`src/rtl/uart_rx.sv`:
```
// 8N1 UART receiver: 2-flop RX synchroniser, mid-bit sampling via a baud down-counter, byte held until acked.
// Optional stop-bit error flag: define UART_RX_FRAME_ERR_EN to add the frame_err port.
module uart_rx #(
    parameter int CLKS_PER_BIT = 33,
    parameter int HALF_BIT     = CLKS_PER_BIT / 2
) (
    input  logic       clk,
    input  logic       rst_n,
    input  logic       RX,
    input  logic       clr_rdy,
    output logic [7:0] rx_data,
    output logic       rdy
`ifdef UART_RX_FRAME_ERR_EN
    ,
    output logic       frame_err
`endif
);

    localparam int CW = $clog2(CLKS_PER_BIT);

    typedef enum logic {
        S_IDLE    = 1'b0,
        S_RECEIVE = 1'b1
    } state_t;

    state_t      r_state;
    state_t      w_state_next;
    logic        r_sync1;
    logic        r_sync2;
    logic        r_rx_prev;
    logic        w_rx;
    logic [CW-1:0] r_baud;
    logic [3:0]  r_bit_cnt;
    logic [8:0]  r_shift;
    logic        r_rdy;
    logic        w_start;
    logic        w_sample;
    logic        w_abort;
    logic        w_done;

    assign w_rx    = r_sync2;
    assign rx_data = r_shift[7:0];
    assign rdy     = r_rdy;

    // r_rx_prev lets IDLE demand a genuine high->low edge, so a held-low line (break) cannot retrigger.
    always_ff @(posedge clk or negedge rst_n) begin
        if (!rst_n) begin
            r_sync1   <= 1'b1;
            r_sync2   <= 1'b1;
            r_rx_prev <= 1'b1;
        end else begin
            r_sync1   <= RX;
            r_sync2   <= r_sync1;
            r_rx_prev <= w_rx;
        end
    end

    always_ff @(posedge clk or negedge rst_n) begin
        if (!rst_n) begin
            r_state <= S_IDLE;
        end else begin
            r_state <= w_state_next;
        end
    end

    always_comb begin
        w_state_next = r_state;
        w_start      = 1'b0;
        w_abort      = 1'b0;
        w_done       = 1'b0;
        w_sample     = (r_state == S_RECEIVE) && (r_baud == '0);
        case (r_state)
            S_IDLE: begin
                if (!w_rx && r_rx_prev) begin
                    w_start      = 1'b1;
                    w_state_next = S_RECEIVE;
                end
            end
            S_RECEIVE: begin
                if (r_bit_cnt == 4'd10) begin
                    w_done       = 1'b1;
                    w_state_next = S_IDLE;
                end else if (w_sample && (r_bit_cnt == 4'd0) && w_rx) begin
                    // Line already back high at the start-bit midpoint: noise, not a frame.
                    w_abort      = 1'b1;
                    w_state_next = S_IDLE;
                end
            end
            default: w_state_next = S_IDLE;
        endcase
    end

    always_ff @(posedge clk or negedge rst_n) begin
        if (!rst_n) begin
            r_baud    <= '0;
            r_bit_cnt <= 4'd0;
        end else if (w_start) begin
            r_baud    <= CW'(HALF_BIT);
            r_bit_cnt <= 4'd0;
        end else if (r_state == S_RECEIVE) begin
            if (w_abort || w_done) begin
                r_bit_cnt <= 4'd0;
            end else if (w_sample) begin
                r_bit_cnt <= r_bit_cnt + 4'd1;
            end
            if (w_sample) begin
                r_baud <= CW'(CLKS_PER_BIT - 1);
            end else begin
                r_baud <= r_baud - CW'(1);
            end
        end
    end

    always_ff @(posedge clk or negedge rst_n) begin
        if (!rst_n) begin
            r_shift <= 9'h000;
        end else if (w_sample) begin
            r_shift <= {w_rx, r_shift[8:1]};
        end
    end

    // Setting rdy outranks a same-cycle clr_rdy so a byte is never lost to an early ack.
    always_ff @(posedge clk or negedge rst_n) begin
        if (!rst_n) begin
            r_rdy <= 1'b0;
        end else if (w_done) begin
            r_rdy <= 1'b1;
        end else if (w_start || clr_rdy) begin
            r_rdy <= 1'b0;
        end
    end

`ifdef UART_RX_FRAME_ERR_EN
    logic r_frame_err;

    assign frame_err = r_frame_err;

    always_ff @(posedge clk or negedge rst_n) begin
        if (!rst_n) begin
            r_frame_err <= 1'b0;
        end else if (w_done) begin
            r_frame_err <= ~r_shift[8];
        end else if (w_start || clr_rdy) begin
            r_frame_err <= 1'b0;
        end
    end
`else
    logic w_unused_stop;
    assign w_unused_stop = r_shift[8];
`endif

endmodule

```
`config.mk`:
```
export PLATFORM = sky130hd
export DESIGN_NAME = uart_rx
export DESIGN_NICKNAME = d
export VERILOG_FILES = /design/src/rtl/uart_rx.sv
export SDC_FILE = /design/constraint.sdc
export NUM_CORES = 1
export LEC_CHECK = 0
export ABC_AREA = 1
export CAP_MARGIN = 25
export CORE_AREA = 2 2 68 54
export DETAILED_ROUTE_END_ITERATION = 8
export DIE_AREA = 0 0 70 56
export SYNTH_ARGS = -nofsm -noshare
export SYNTH_HDL_FRONTEND = slang
export SYNTH_SLANG_ARGS = --single-unit
```
`constraint.sdc`:
```
create_clock -name clk -period 2.94 [get_ports clk]
set_input_delay 0.441 -clock clk [delete_from_list [all_inputs] [get_ports clk]]
set_output_delay 0.441 -clock clk [all_outputs]
set_load 0.01 [all_outputs]
```
**Yosys cells after proc, flatten, opt, wreduce, memory -nomap -nowiden**

Index checks and enable logic that the tools add are counted.
W data, S select, Z words.

- Bits in registers: 24
- Input bits: 4
- Output and inout port bits: 9

- Reduce and logical (&&, ||, !) cells: 13
- Add/sub/neg operators: 2
- Equality and inequality tests: 1
- Multiplexer cells: 19
- Bitwise gates (word level): 1

Operators with widths:

| kind | count |
|---|---|
| $mux W6 | 3 |
| $mux W4 | 4 |
| $mux W1 | 11 |
| $logic_not A6 Y1 | 1 |
| $sub A6 B1 Y6 const B | 1 |
| $add A4 B1 Y4 const B | 1 |
| $eq A4 B4 Y1 const B | 1 |
| $logic_and A1 B1 Y1 | 4 |
| $logic_not A4 Y1 | 1 |
| $reduce_bool A2 Y1 | 2 |
| $reduce_bool A3 Y1 | 1 |
| $logic_or A1 B1 Y1 | 2 |
| $pmux W1 S2 | 1 |
| $reduce_and A2 Y1 | 1 |
| $logic_not A1 Y1 | 1 |
| $not A1 Y1 | 1 |

**Logic depth before layout (Yosys ltp)**

Gate-level depths: netlist of the first run.

- Depth in word-level cells: 11
- Gate-level depth with buffers: 9

**Worst setup path after synthesis of the first run**

OpenSTA, ideal clock, no wires.

- Path kind: register to register
- Start: reg r_baud[0]
- End: reg r_bit_cnt[2]
- Path buffers: 1
- Data arrival time: 1.138 ns
- Cell stages (with the launch flop): 10
- Path slack: 1.684 ns
- Setup time: 0.118 ns
- Data required time: 2.822 ns
- Cells stage by stage: dfrtp_1 > inv_1 > ha_1 > nand2_1 > clkinv_2 > nand3_4 > clkinv_2 > buf_6 > nand4_1 > nand2_1

- Longest elaborated chain between the ends: 11
- Elaborated cells on any way between the ends: 13

RTL lines:

| item | RTL line | text |
|---|---|---|
| from (decl) | 32 | `logic [CW-1:0] r_baud;` |
| from (signal assigned) | 98 | `r_baud <= CW'(HALF_BIT);` |
| from (signal assigned) | 107 | `r_baud <= CW'(CLKS_PER_BIT - 1);` |
| from (signal assigned) | 109 | `r_baud <= r_baud - CW'(1);` |
| $logic_not A6 Y1 * | 71 | `w_sample = (r_state == S_RECEIVE) && (r_baud == '0);` |
| $logic_and A1 B1 Y1 * | 71 |  |
| $logic_and A1 B1 Y1 (2 in series) | 83 | `end else if (w_sample && (r_bit_cnt == 4'd0) && w_rx) begin` |
| $mux W1 | 83 |  |
| $mux W1 | 80 | `if (r_bit_cnt == 4'd10) begin` |
| $mux W1 | 72 | `case (r_state)` |
| $logic_or A1 B1 Y1 | 101 | `if (w_abort \|\| w_done) begin` |
| $mux W4 | 101 |  |
| $mux W4 | 100 | `end else if (r_state == S_RECEIVE) begin` |
| $mux W4 | 97 | `end else if (w_start) begin` |
| to (signal assigned) | 104 | `r_bit_cnt <= r_bit_cnt + 4'd1;` |
| to (decl) | 33 | `logic [3:0] r_bit_cnt;` |

Mark *: on every way between the ends. The rest lies on a longest branch, timed or not. The select of a mux whose other input is x is not followed.
A chain may end at the register's enable or synchronous reset.

**Final worst setup path of the first run**

- Start: reg r_shift[3]
- End: out rx_data[3]

RTL lines:

| item | RTL line | text |
|---|---|---|
| from (decl) | 34 | `logic [8:0] r_shift;` |
| from (signal assigned) | 118 | `r_shift <= {w_rx, r_shift[8:1]};` |
| to (decl) | 11 | `output logic [7:0] rx_data,` |

No word-level cell between the ends.

==> results of run 1 <==
worst max-delay path by stage:
stage	endpoint	slack [ns]	depth (start not counted)
finish	rx_data[3]	1.31	1
floorplan	r_bit_cnt[2]$_DFFE_PN0P_	1.68	9
global route	rx_data[1]	1.26	1
global placement	r_bit_cnt[0]$_DFFE_PN0P_	1.53	8
detailed placement	r_bit_cnt[0]$_DFFE_PN0P_	1.49	9
CTS	rx_data[3]	1.30	1
flip-flops by register name (all words and copies together) (netlist names):
name and cells:
r_baud 6, r_bit_cnt 4, r_rx_prev 1, r_shift 9, r_state 1, r_sync1 1, r_sync2 1, rdy 1
cell usage after synthesis (all sizes together) (3+ instances only):
| cell type | count | area share (%) |
|---|---|---|
| inv | 16 | 4.9 |
| nor2 | 12 | 5.3 |
| nand3 | 3 | 2.2 |
| ha | 5 | 5.1 |
| o21ai | 12 | 5.5 |
| xor2 | 5 | 3.6 |
| buf | 10 | 6.7 |
| dfstp | 3 | 6.4 |
| nand2 | 33 | 11 |
| nand4 | 6 | 3.6 |
| dfrtp | 21 | 43 |
power by group:
part | leakage (nW) | internal (mW) | switching, mW | total, mW
clock network | 0.0228 | 0.0969 | 0.102 | 0.198
logic | 0.365 | 0.149 | 0.222 | 0.371
registers | 0.304 | 0.413 | 0.0806 | 0.494
total | 0.691 | 0.659 | 0.404 | 1.06
layout make-up:
class / instances / area, µm² / area share, %
Inverter: 18 / 70.1 / 5.13
Clock buffer: 4 / 45.0 / 3.30
Timing Repair Buffer: 13 / 128 / 9.34
Multi-Input combinational cell: 80 / 469 / 34.3
Sequential cell: 24 / 604 / 44.2
Tap cell: 40 / 50.0 / 3.66
per-layer routing:
metal / track usage, % / vias to the layer above / part of all wire, %
met3: 4.53 / 5 / 5.5
li1: - / 423 / -
met4: 4.12 / 0 / 1.4
met5: 0 / - / 0
met1: 15.3 / 388 / 47
met2: 18.4 / 17 / 46
cell families after synthesis:
kind of cell,synth area share (%)
AOI/OAI and AO/OA,7.14
xor gates and xnor gates,3.57
adders and majority gates,5.10
buffers and inverters,12.4
DFF,49.3
and+or+nand+nor,22.4
==> run summary, run 1 <==
CTS
-------------------------------------------------------------------------------------
Post CTS Setup Buffer Count                                                         0
Clock-pin slew of the registers on the worst-case setup and hold paths        0.08 ns
Maximum level of the CTS H-tree                                                     1
Max clock buf depth                                                                 2
Clock latency at the later pin of the worst-skew pair                         0.27 ns
TritonCTS clock tree                                                              yes
Number of buffers created by CTS                                                    3
Hold Buf Count CTS                                                                  0
TritonCTS Sinks                                                                    24
Library cell used as clock root buffer                                       clkbuf_8
Count of instances resized after the clock tree is built                            0

SETUP PATH
-------------------------------------------------------------------------------------
Family of cells with the greatest summed delay on the critical path      buffers and inverters
Slack of the worst reg-to-reg path                                            1.46 ns
Crit Reg-Reg Endpoint                                                    r_bit_cnt[2]$_DFFE_PN0P_
Max incr delay on CP                                                          0.54 ns
Kind of capture point of the worst setup path                            primary output
Number of cell instances on the worst register-to-register path                     9
Startpoint types                                                             register
Data arrival time of the worst path                                           1.19 ns
Required time at the endpoint of the critical path                            2.50 ns
Critical path, cell by cell                                              clkdlybuf4s50_1
Startpoint of the most critical setup path                               r_shift[3]$_DFFE_PN0P_
Critical Setup Path Class                                                register to primary output
Worst r2r src                                                            r_baud[0]$_DFFE_PN0P_
Buf/Inv on CP                                                                       1
Largest fanout on the critical path                                                 3
Crit path max-delay cell type                                            clkdlybuf4s50_1

YOSYS
-------------------------------------------------------------------------------------
Synth Flop Type                                                               dfrtp_1
Post-synthesis cell area                                                  0.00123 mm²
Number of synthesis warnings                                                        0
Post-synthesis average cell area                                             9.29 µm²
Synthesized netlist net count                                                     141
Sequential share of the synthesized area                                        49.3%
Count of state elements after synthesis                                            24
Number of standard cells after synthesis                                          132
Number of synthesized flops with an enable pin                                      0
Unique masters post-synth                                                          25
Asr flop ratio synth                                                             100%

WORST HOLD PATH
-------------------------------------------------------------------------------------
Classification of the worst-slack hold path                              register to register
Worst Hold Depth                                                                    0
End of the worst hold path                                               r_sync2$_DFF_PN1_
Hold Path Origin                                                         r_sync1$_DFF_PN1_

PLACED DESIGN
-------------------------------------------------------------------------------------
Placed cell count                                                                 175
Final HPWL DP                                                                 1540 µm
Placed cell areas                                                         0.00132 mm²
Count of port buffers added during placement                                       12
Worst Setup Slack post-DPL                                                    1.49 ns
GPL Wtd Cong                                                                    0.858

TIMING
-------------------------------------------------------------------------------------
Transition at the pin with the smallest max-transition slack                 0.305 ns
Final hold violation count                                                          0
Tightest slew margin relative to the limit                                      79.7%
Setup skew after layout                                                    0.00306 ns
Setup TNS Final                                                                  0 ns
Highest achievable clock rate                                                 614 MHz
Setup repair after global routing missed its margin                                no
Final setup fails                                                                   0
Crit path time final                                                          1.63 ns
Number of pins with negative max-slew slack in the final report                     0
Final period util                                                               55.4%
Slack of the critical path                                                    1.31 ns
Worst hold-check slack                                                       0.359 ns

PWR
-------------------------------------------------------------------------------------
Total power                                                                   1.06 mW
Leakage power                                                                0.691 nW
Areal power density over the cells                                         778 mW/mm²
Peak supply drop                                                             0.447 mV

GLOBAL ROUTE
-------------------------------------------------------------------------------------
Total Routing Usage GR                                                          11.9%
Initial antenna violation count                                                     0
Grt total ovfl                                                                      0
Global-route wire length before repair                                        3670 µm
Largest net degree at the start of global routing                                  25
Vias in the first global route                                                    788

LAYOUT
-------------------------------------------------------------------------------------
Commonest non-fill, non-tap cells in the layout                          nand2_1, dfrtp_1, inv_1
Number of fill cells                                                              322
Post-Route Utilization                                                          42.7%
Post-Layout Cell Count                                                            179
Antenna cell count                                                                  0
Growth of design area from synthesis to finish                                  11.4%
Most common cell after layout, fill and taps aside                            nand2_1
Post-layout instance area                                                 0.00137 mm²
Number of nets in the final layout                                                149
Fraction of layout cells with a size suffix above 1                             14.4%

STATUS
-------------------------------------------------------------------------------------
Outcome                                                                     completed

DRT
-------------------------------------------------------------------------------------
WL final                                                                      2030 µm
Final ANT Viol Nets                                                                 0
Length of the first detailed-routing pass in iterations                             4
DRC viols                                                                           0
Violation count after the first detailed-routing iteration                         36
Post-DR wirelength/cell                                                       11.3 µm
Detail-routed via count per cell                                                 4.65
Vias post-DR                                                                      833

FLOORPLANNING
-------------------------------------------------------------------------------------
Initial core utilization                                                        38.3%
Boundary pin count                                                                 13
Number of cell rows                                                                18
Die ar.                                                                   0.00392 mm²
Std-Cell Core Area                                                        0.00320 mm²
Overall die width                                                               70 µm
Die Ht                                                                          56 µm

RUN
-------------------------------------------------------------------------------------
Maximum Capacitance Violations                                                      0

Power figures use the tool's default switching activity.
==> run 2, diff against run 1 <==
clock period = 1.5 ns   (was 2.94 ns; I/O delays follow)
==> run 2 against run 1 <==
Net effect: critical path depth is the same; final cell count up 1.1%; clock power rose by 93%; wire length up 0.39%; combinational power is 99% higher; flip-flop and latch count stayed put; critical path type unchanged.
==> run summary, run 2 (same netlist as run 1, synthesis figures left out) <==
GLOBAL ROUTE
-------------------------------------------------------------------------------------
Initial antenna violation count                                                     0   unchanged
Grt total ovfl                                                                      0   unchanged
Global-route wire length before repair                                        3550 µm   -3.2%
Largest net degree at the start of global routing                                  25   unchanged
Vias in the first global route                                                    788   unchanged
Total Routing Usage GR                                                          11.4%   -0.50 points

CTS
-------------------------------------------------------------------------------------
Clock-pin slew of the registers on the worst-case setup and hold paths        0.08 ns   about the same
Maximum level of the CTS H-tree                                                     1   unchanged
TritonCTS Sinks                                                                    24   unchanged
Max clock buf depth                                                                 2   unchanged
TritonCTS clock tree                                                              yes
Hold Buf Count CTS                                                                  0   unchanged
Number of buffers created by CTS                                                    3   unchanged
Clock latency at the later pin of the worst-skew pair                         0.27 ns   about the same
Library cell used as clock root buffer                                       clkbuf_8

DRT
-------------------------------------------------------------------------------------
Met3 layer wire length in the routed design                                     84 µm   -25%
Detail-routed via count per cell                                                 4.67   +0.32%
Uppermost layer routed                                                           met4
WL final                                                                      2040 µm   +0.39%
DRC viols                                                                           0   unchanged
Detailed-routed wire length on met2                                            958 µm   +3.6%
Vias post-DR                                                                      845   +1.4%
Violation count after the first detailed-routing iteration                         37   +2.8%
Post-DR wirelength/cell                                                       11.2 µm   -0.71%
Final ANT Viol Nets                                                                 0   unchanged
Wire length on met1                                                            976 µm   +1.8%
Length of the first detailed-routing pass in iterations                             4   unchanged

PWR
-------------------------------------------------------------------------------------
Peak supply drop                                                             0.822 mV   +84%
Areal power density over the cells                                        1510 mW/mm²   +94%
Total power                                                                   2.09 mW   +97%
Leakage power                                                                0.703 nW   +1.7%

FLOORPLANNING
-------------------------------------------------------------------------------------
Number of cell rows                                                                18   unchanged
Std-Cell Core Area                                                        0.00320 mm²   unchanged
Overall die width                                                               70 µm   unchanged
Die ar.                                                                   0.00392 mm²   unchanged
Boundary pin count                                                                 13   unchanged
Initial core utilization                                                        38.3%   unchanged
Die Ht                                                                          56 µm   unchanged

SETUP PATH
-------------------------------------------------------------------------------------
Data arrival time of the worst path                                           1.19 ns   about the same
Worst path depth                                                                    1   unchanged
Startpoint types                                                             register
Required time at the endpoint of the critical path                            1.27 ns   -1.23 ns
Buf/Inv on CP                                                                       1   unchanged
Critical Setup Path Class                                                register to primary output
Kind of capture point of the worst setup path                            primary output
Family of cells with the greatest summed delay on the critical path      buffers and inverters
Largest fanout on the critical path                                                 3   unchanged
Crit path max-delay cell type                                            clkdlybuf4s50_1
Critical path, cell by cell                                              clkdlybuf4s50_1
Startpoint of the most critical setup path                               r_shift[3]$_DFFE_PN0P_
Max incr delay on CP                                                          0.54 ns   about the same
Number of cell instances on the worst register-to-register path                     9   unchanged
Worst r2r src                                                            r_baud[1]$_DFFE_PN0P_

LAYOUT
-------------------------------------------------------------------------------------
Antenna cell count                                                                  0   unchanged
Post-layout instance area                                                 0.00139 mm²   +1.6%
Largest registers                                                        r_shift: 9 flops, r_baud: 6 flops, r_bit_cnt: 4 flops
Commonest non-fill, non-tap cells in the layout                          nand2_1, dfrtp_1, inv_1
Flip-flop count of the largest register, all copies and words added                 9   unchanged
Number of nets in the final layout                                                151   +1.3%
Number of fill cells                                                              332   +3.1%
Most common cell after layout, fill and taps aside                            nand2_1
Largest Register                                                              r_shift
Fraction of layout cells with a size suffix above 1                             15.6%   +1.2 points
Growth of design area from synthesis to finish                                  13.2%

RUN
-------------------------------------------------------------------------------------
Maximum Capacitance Violations                                                      0   unchanged

PLACED DESIGN
-------------------------------------------------------------------------------------
Placed cell areas                                                         0.00133 mm²   +0.57%
GPL Wtd Cong                                                                    0.834   -2.8%
Final HPWL DP                                                                 1540 µm   about the same
Count of port buffers added during placement                                       12   unchanged
Worst Setup Slack post-DPL                                                   0.124 ns   -1.36 ns

TIMING
-------------------------------------------------------------------------------------
Final hold violation count                                                          0   unchanged
Final setup fails                                                                   0   unchanged
Setup TNS Final                                                                  0 ns   unchanged
Worst hold-check slack                                                       0.311 ns   -0.0471 ns
Crit path time final                                                          1.42 ns
Tightest slew margin relative to the limit                                      80.0%   +0.33 points
Setup skew after layout                                                    0.00783 ns   +0.00478 ns
Transition at the pin with the smallest max-transition slack                 0.300 ns   -0.00492 ns
Slack of the critical path                                                  0.0833 ns   -1.23 ns
Final period util                                                               94.4%
Number of pins with negative max-slew slack in the final report                     0   unchanged
Highest achievable clock rate                                                 706 MHz

WORST HOLD PATH
-------------------------------------------------------------------------------------
Classification of the worst-slack hold path                              primary input to async pin

STATUS
-------------------------------------------------------------------------------------
Outcome                                                                     completed

==> run 2: changes by cell type in the layout (fill, tap and decap cells not counted) <==
cell and delta:
inv_4 +1, nor2_4 +1, clkinv_2 -1, nor2_2 -1, buf_4 +2
==> run 2: power by group <==
part | switching (mW) | internal, mW
combinational | 0.425 | 0.315
clock | 0.193 | 0.190
sequential | 0.157 | 0.809
==> run 2: through the flow <==
stage	cells	util, %
floorplan	132	-
global placement	176	41.5
detailed placement	176	41.5
CTS	180	43.0
global route	181	43.4
finish	181	43.4
==> run 2: layer usage <==
layer  vias to the layer above  GRT usage (%)
li1                        428              -
met1                       400           14.7
met2                        14           18.1
met3                         3           3.99
met4                         0           3.57
met5                         -              0
==> run 2: path summary, 6_finish.rpt <==
check / endpoint / slack (ns)
worst min-delay path: r_shift[2]$_DFFE_PN0P_ / 0.31
worst min register to register: r_sync2$_DFF_PN1_ / 0.36
min in group clk: r_sync2$_DFF_PN1_ / 0.36
worst max-delay path: rx_data[3] / 0.08
max in group asynchronous: r_rx_prev$_DFF_PN1_ / 0.90
worst max register to register: r_bit_cnt[0]$_DFFE_PN0P_ / 0.17
==> run 2: what timing repair did <==
| action | 4_1_cts | 5_1_grt |
|---|---|---|
| setup endpoints to repair | 0 | 3 |
| gates resized for setup | 0 | 2 |
| buffers inserted | 0 | 1 |
==> run 2: final cells by class <==
type / instances / area, µm² / share of cell area [%]
multi-input combinational: 80 / 474 / 34.2
tap: 40 / 50.0 / 3.61
inverter: 18 / 71.3 / 5.14
clock buffer: 4 / 45.0 / 3.25
sequential: 24 / 604 / 43.6
timing repair buffer: 15 / 143 / 10.3
==> run 3, diff against run 2 <==
CORE_AREA = 2 2 60 62   (was 2 2 68 54)
DIE_AREA = 0 0 62 64   (was 0 0 70 56)
HOLD_SLACK_MARGIN = 0.06   (was default)
==> run 3 against run 2 <==
Net effect: hold slack lost 0.048 ns; via count grew 3.0%; flip-flop and latch count is the same; clock skew grew 0.0056 ns; largest power group unchanged.
==> run summary, run 3 (same netlist as run 1, synthesis figures left out) <==
LAYOUT
-------------------------------------------------------------------------------------
Most common cell after layout, fill and taps aside                            nand2_1
Flip-flop count of the largest register, all copies and words added                 9   unchanged
Fraction of layout cells with a size suffix above 1                             20.0%   +4.4 points
Antenna cell count                                                                  0   unchanged
Post-Route Utilization                                                          43.8%   +0.38 points
Post-Layout Cell Count                                                            191   +5.5%
Largest registers                                                        r_shift: 9 flops, r_baud: 6 flops, r_bit_cnt: 4 flops
Commonest non-fill, non-tap cells in the layout                          nand2_1, dfrtp_1, inv_1
Growth of design area from synthesis to finish                                  17.2%
Number of nets in the final layout                                                155   +2.6%
Largest Register                                                              r_shift

TIMING
-------------------------------------------------------------------------------------
Crit path time final                                                          1.44 ns   +0.0197 ns
Transition at the pin with the smallest max-transition slack                 0.299 ns   -0.00109 ns
Number of pins with negative max-slew slack in the final report                     0   unchanged
Slack of the critical path                                                  0.0636 ns   -0.0197 ns
Final setup fails                                                                   0   unchanged
Final period util                                                               95.8%   +1.3 points
Setup skew after layout                                                     0.0134 ns   +0.00559 ns
Final hold violation count                                                          0   unchanged
Tightest slew margin relative to the limit                                      80.1%   about the same
Highest achievable clock rate                                                 696 MHz   -1.4%

RUN
-------------------------------------------------------------------------------------
Maximum Capacitance Violations                                                      0   unchanged

DRT
-------------------------------------------------------------------------------------
Final ANT Viol Nets                                                                 0   unchanged
Length of the first detailed-routing pass in iterations                             4   unchanged
Vias post-DR                                                                      870   +3.0%
WL final                                                                      2080 µm   +2.3%
Violation count after the first detailed-routing iteration                         52   +41%
Post-DR wirelength/cell                                                       10.9 µm   -3.0%
Detail-routed via count per cell                                                 4.55   -2.4%
DRC viols                                                                           0   unchanged

SETUP PATH
-------------------------------------------------------------------------------------
Family of cells with the greatest summed delay on the critical path      buffers and inverters
Max incr delay on CP                                                          0.53 ns   about the same
Worst r2r src                                                            r_baud[0]$_DFFE_PN0P_
Critical path, cell by cell                                              clkdlybuf4s50_1
Required time at the endpoint of the critical path                            1.27 ns   about the same
Critical Setup Path Class                                                register to primary output
Startpoint of the most critical setup path                               r_shift[1]$_DFFE_PN0P_
Startpoint types                                                             register
Largest fanout on the critical path                                                 2   -1
Crit path max-delay cell type                                            clkdlybuf4s50_1
Kind of capture point of the worst setup path                            primary output
Buf/Inv on CP                                                                       1   unchanged
Data arrival time of the worst path                                           1.21 ns   +0.02 ns
Slack of the worst reg-to-reg path                                            0.09 ns   -0.08 ns

FLOORPLANNING
-------------------------------------------------------------------------------------
Number of cell rows                                                                21   +3
Die Ht                                                                          64 µm   +14%
Initial core utilization                                                        37.3%   -1.0 points
Std-Cell Core Area                                                        0.00328 mm²   +2.7%
Die ar.                                                                   0.00397 mm²   +1.2%
Overall die width                                                               62 µm   -11%
Boundary pin count                                                                 13   unchanged

CTS
-------------------------------------------------------------------------------------
Hold Buf Count CTS                                                                  0   unchanged
Library cell used as clock root buffer                                       clkbuf_4
Clock latency at the later pin of the worst-skew pair                         0.31 ns   +0.04 ns
Number of buffers created by CTS                                                    3   unchanged
Maximum level of the CTS H-tree                                                     1   unchanged
Max clock buf depth                                                                 2   unchanged
TritonCTS Sinks                                                                    24   unchanged
TritonCTS clock tree                                                              yes
Clock-pin slew of the registers on the worst-case setup and hold paths        0.13 ns   +0.05 ns

GLOBAL ROUTE
-------------------------------------------------------------------------------------
Global-route wire length before repair                                        3420 µm   -3.9%
Vias in the first global route                                                    790   +0.25%
Largest net degree at the start of global routing                                  25   unchanged
Total Routing Usage GR                                                          11.4%   -0.033 points
Grt total ovfl                                                                      0   unchanged
Initial antenna violation count                                                     0   unchanged

PWR
-------------------------------------------------------------------------------------
Areal power density over the cells                                        1430 mW/mm²   -5.1%
Peak supply drop                                                             0.698 mV   -15%
Leakage power                                                                0.789 nW   +12%

WORST HOLD PATH
-------------------------------------------------------------------------------------
Classification of the worst-slack hold path                              primary input to async pin

PLACED DESIGN
-------------------------------------------------------------------------------------
Final HPWL DP                                                                 1540 µm   unchanged
Count of port buffers added during placement                                       12   unchanged
GPL Wtd Cong                                                                    0.784   -5.9%
Placed cell count                                                                 182   +3.4%
Worst Setup Slack post-DPL                                                   0.126 ns   +0.00182 ns

STATUS
-------------------------------------------------------------------------------------
Outcome                                                                     completed

-- run 3: final cells by class --
| type | count | area, µm² |
|---|---|---|
| sequential | 24 | 604 |
| clock buffer | 4 | 26.3 |
| inverter | 18 | 71.3 |
| tap | 46 | 57.6 |
| multi-input combinational | 80 | 495 |
| timing repair buffer | 19 | 183 |
| fill | 327 | 1850 |
-- run 3: stage by stage --
stage          instance area [µm²]  hold slack [ns]  power [mW]  TNS [ns]
5_1_grt                       1440            0.270        2.24   -0.0275
2_1_floorplan                 1230          -0.0706        1.54         0
6_report                      1440            0.263        2.05         0
3_3_place_gp                  1340            0.349        1.70         0
4_1_cts                       1360            0.267        2.00         0
3_5_place_dp                  1340            0.352        1.71         0
-- run 3: path summary, 6_finish.rpt --
path                       depth (start not counted)                  endpoint
min in group clk                                   1         r_sync1$_DFF_PN1_
hold / removal                                     2    r_shift[6]$_DFFE_PN0P_
max in group asynchronous                          2         r_sync1$_DFF_PN1_
setup reg to reg                                   9  r_bit_cnt[0]$_DFFE_PN0P_
setup / recovery                                   1                rx_data[1]
hold reg to reg                                    0         r_sync2$_DFF_PN1_
-- run 3: layer usage --
layer	wire [µm]	share of wire (%)	vias to the layer above	track usage [%]
met2	1010	49	15	17.7
met4	20	0.96	0	3.99
li1	-	-	436	-
met3	70	3.4	2	2.43
met5	0	0	-	0
met1	980	47	417	15.3
-- run 3: report_power, final --
part | leakage [nW] | internal [mW] | total (mW) | switching [mW]
clock network | 0.0150 | 0.104 | 0.279 | 0.175
logic | 0.470 | 0.341 | 0.806 | 0.465
registers | 0.304 | 0.808 | 0.970 | 0.162
total | 0.789 | 1.25 | 2.05 | 0.803
-- run 3: repair_timing --
item / in CTS / in global routing
endpoints found under the setup margin: 0 / 11
gates resized for setup: 0 / 11
buffers inserted: 0 / 5
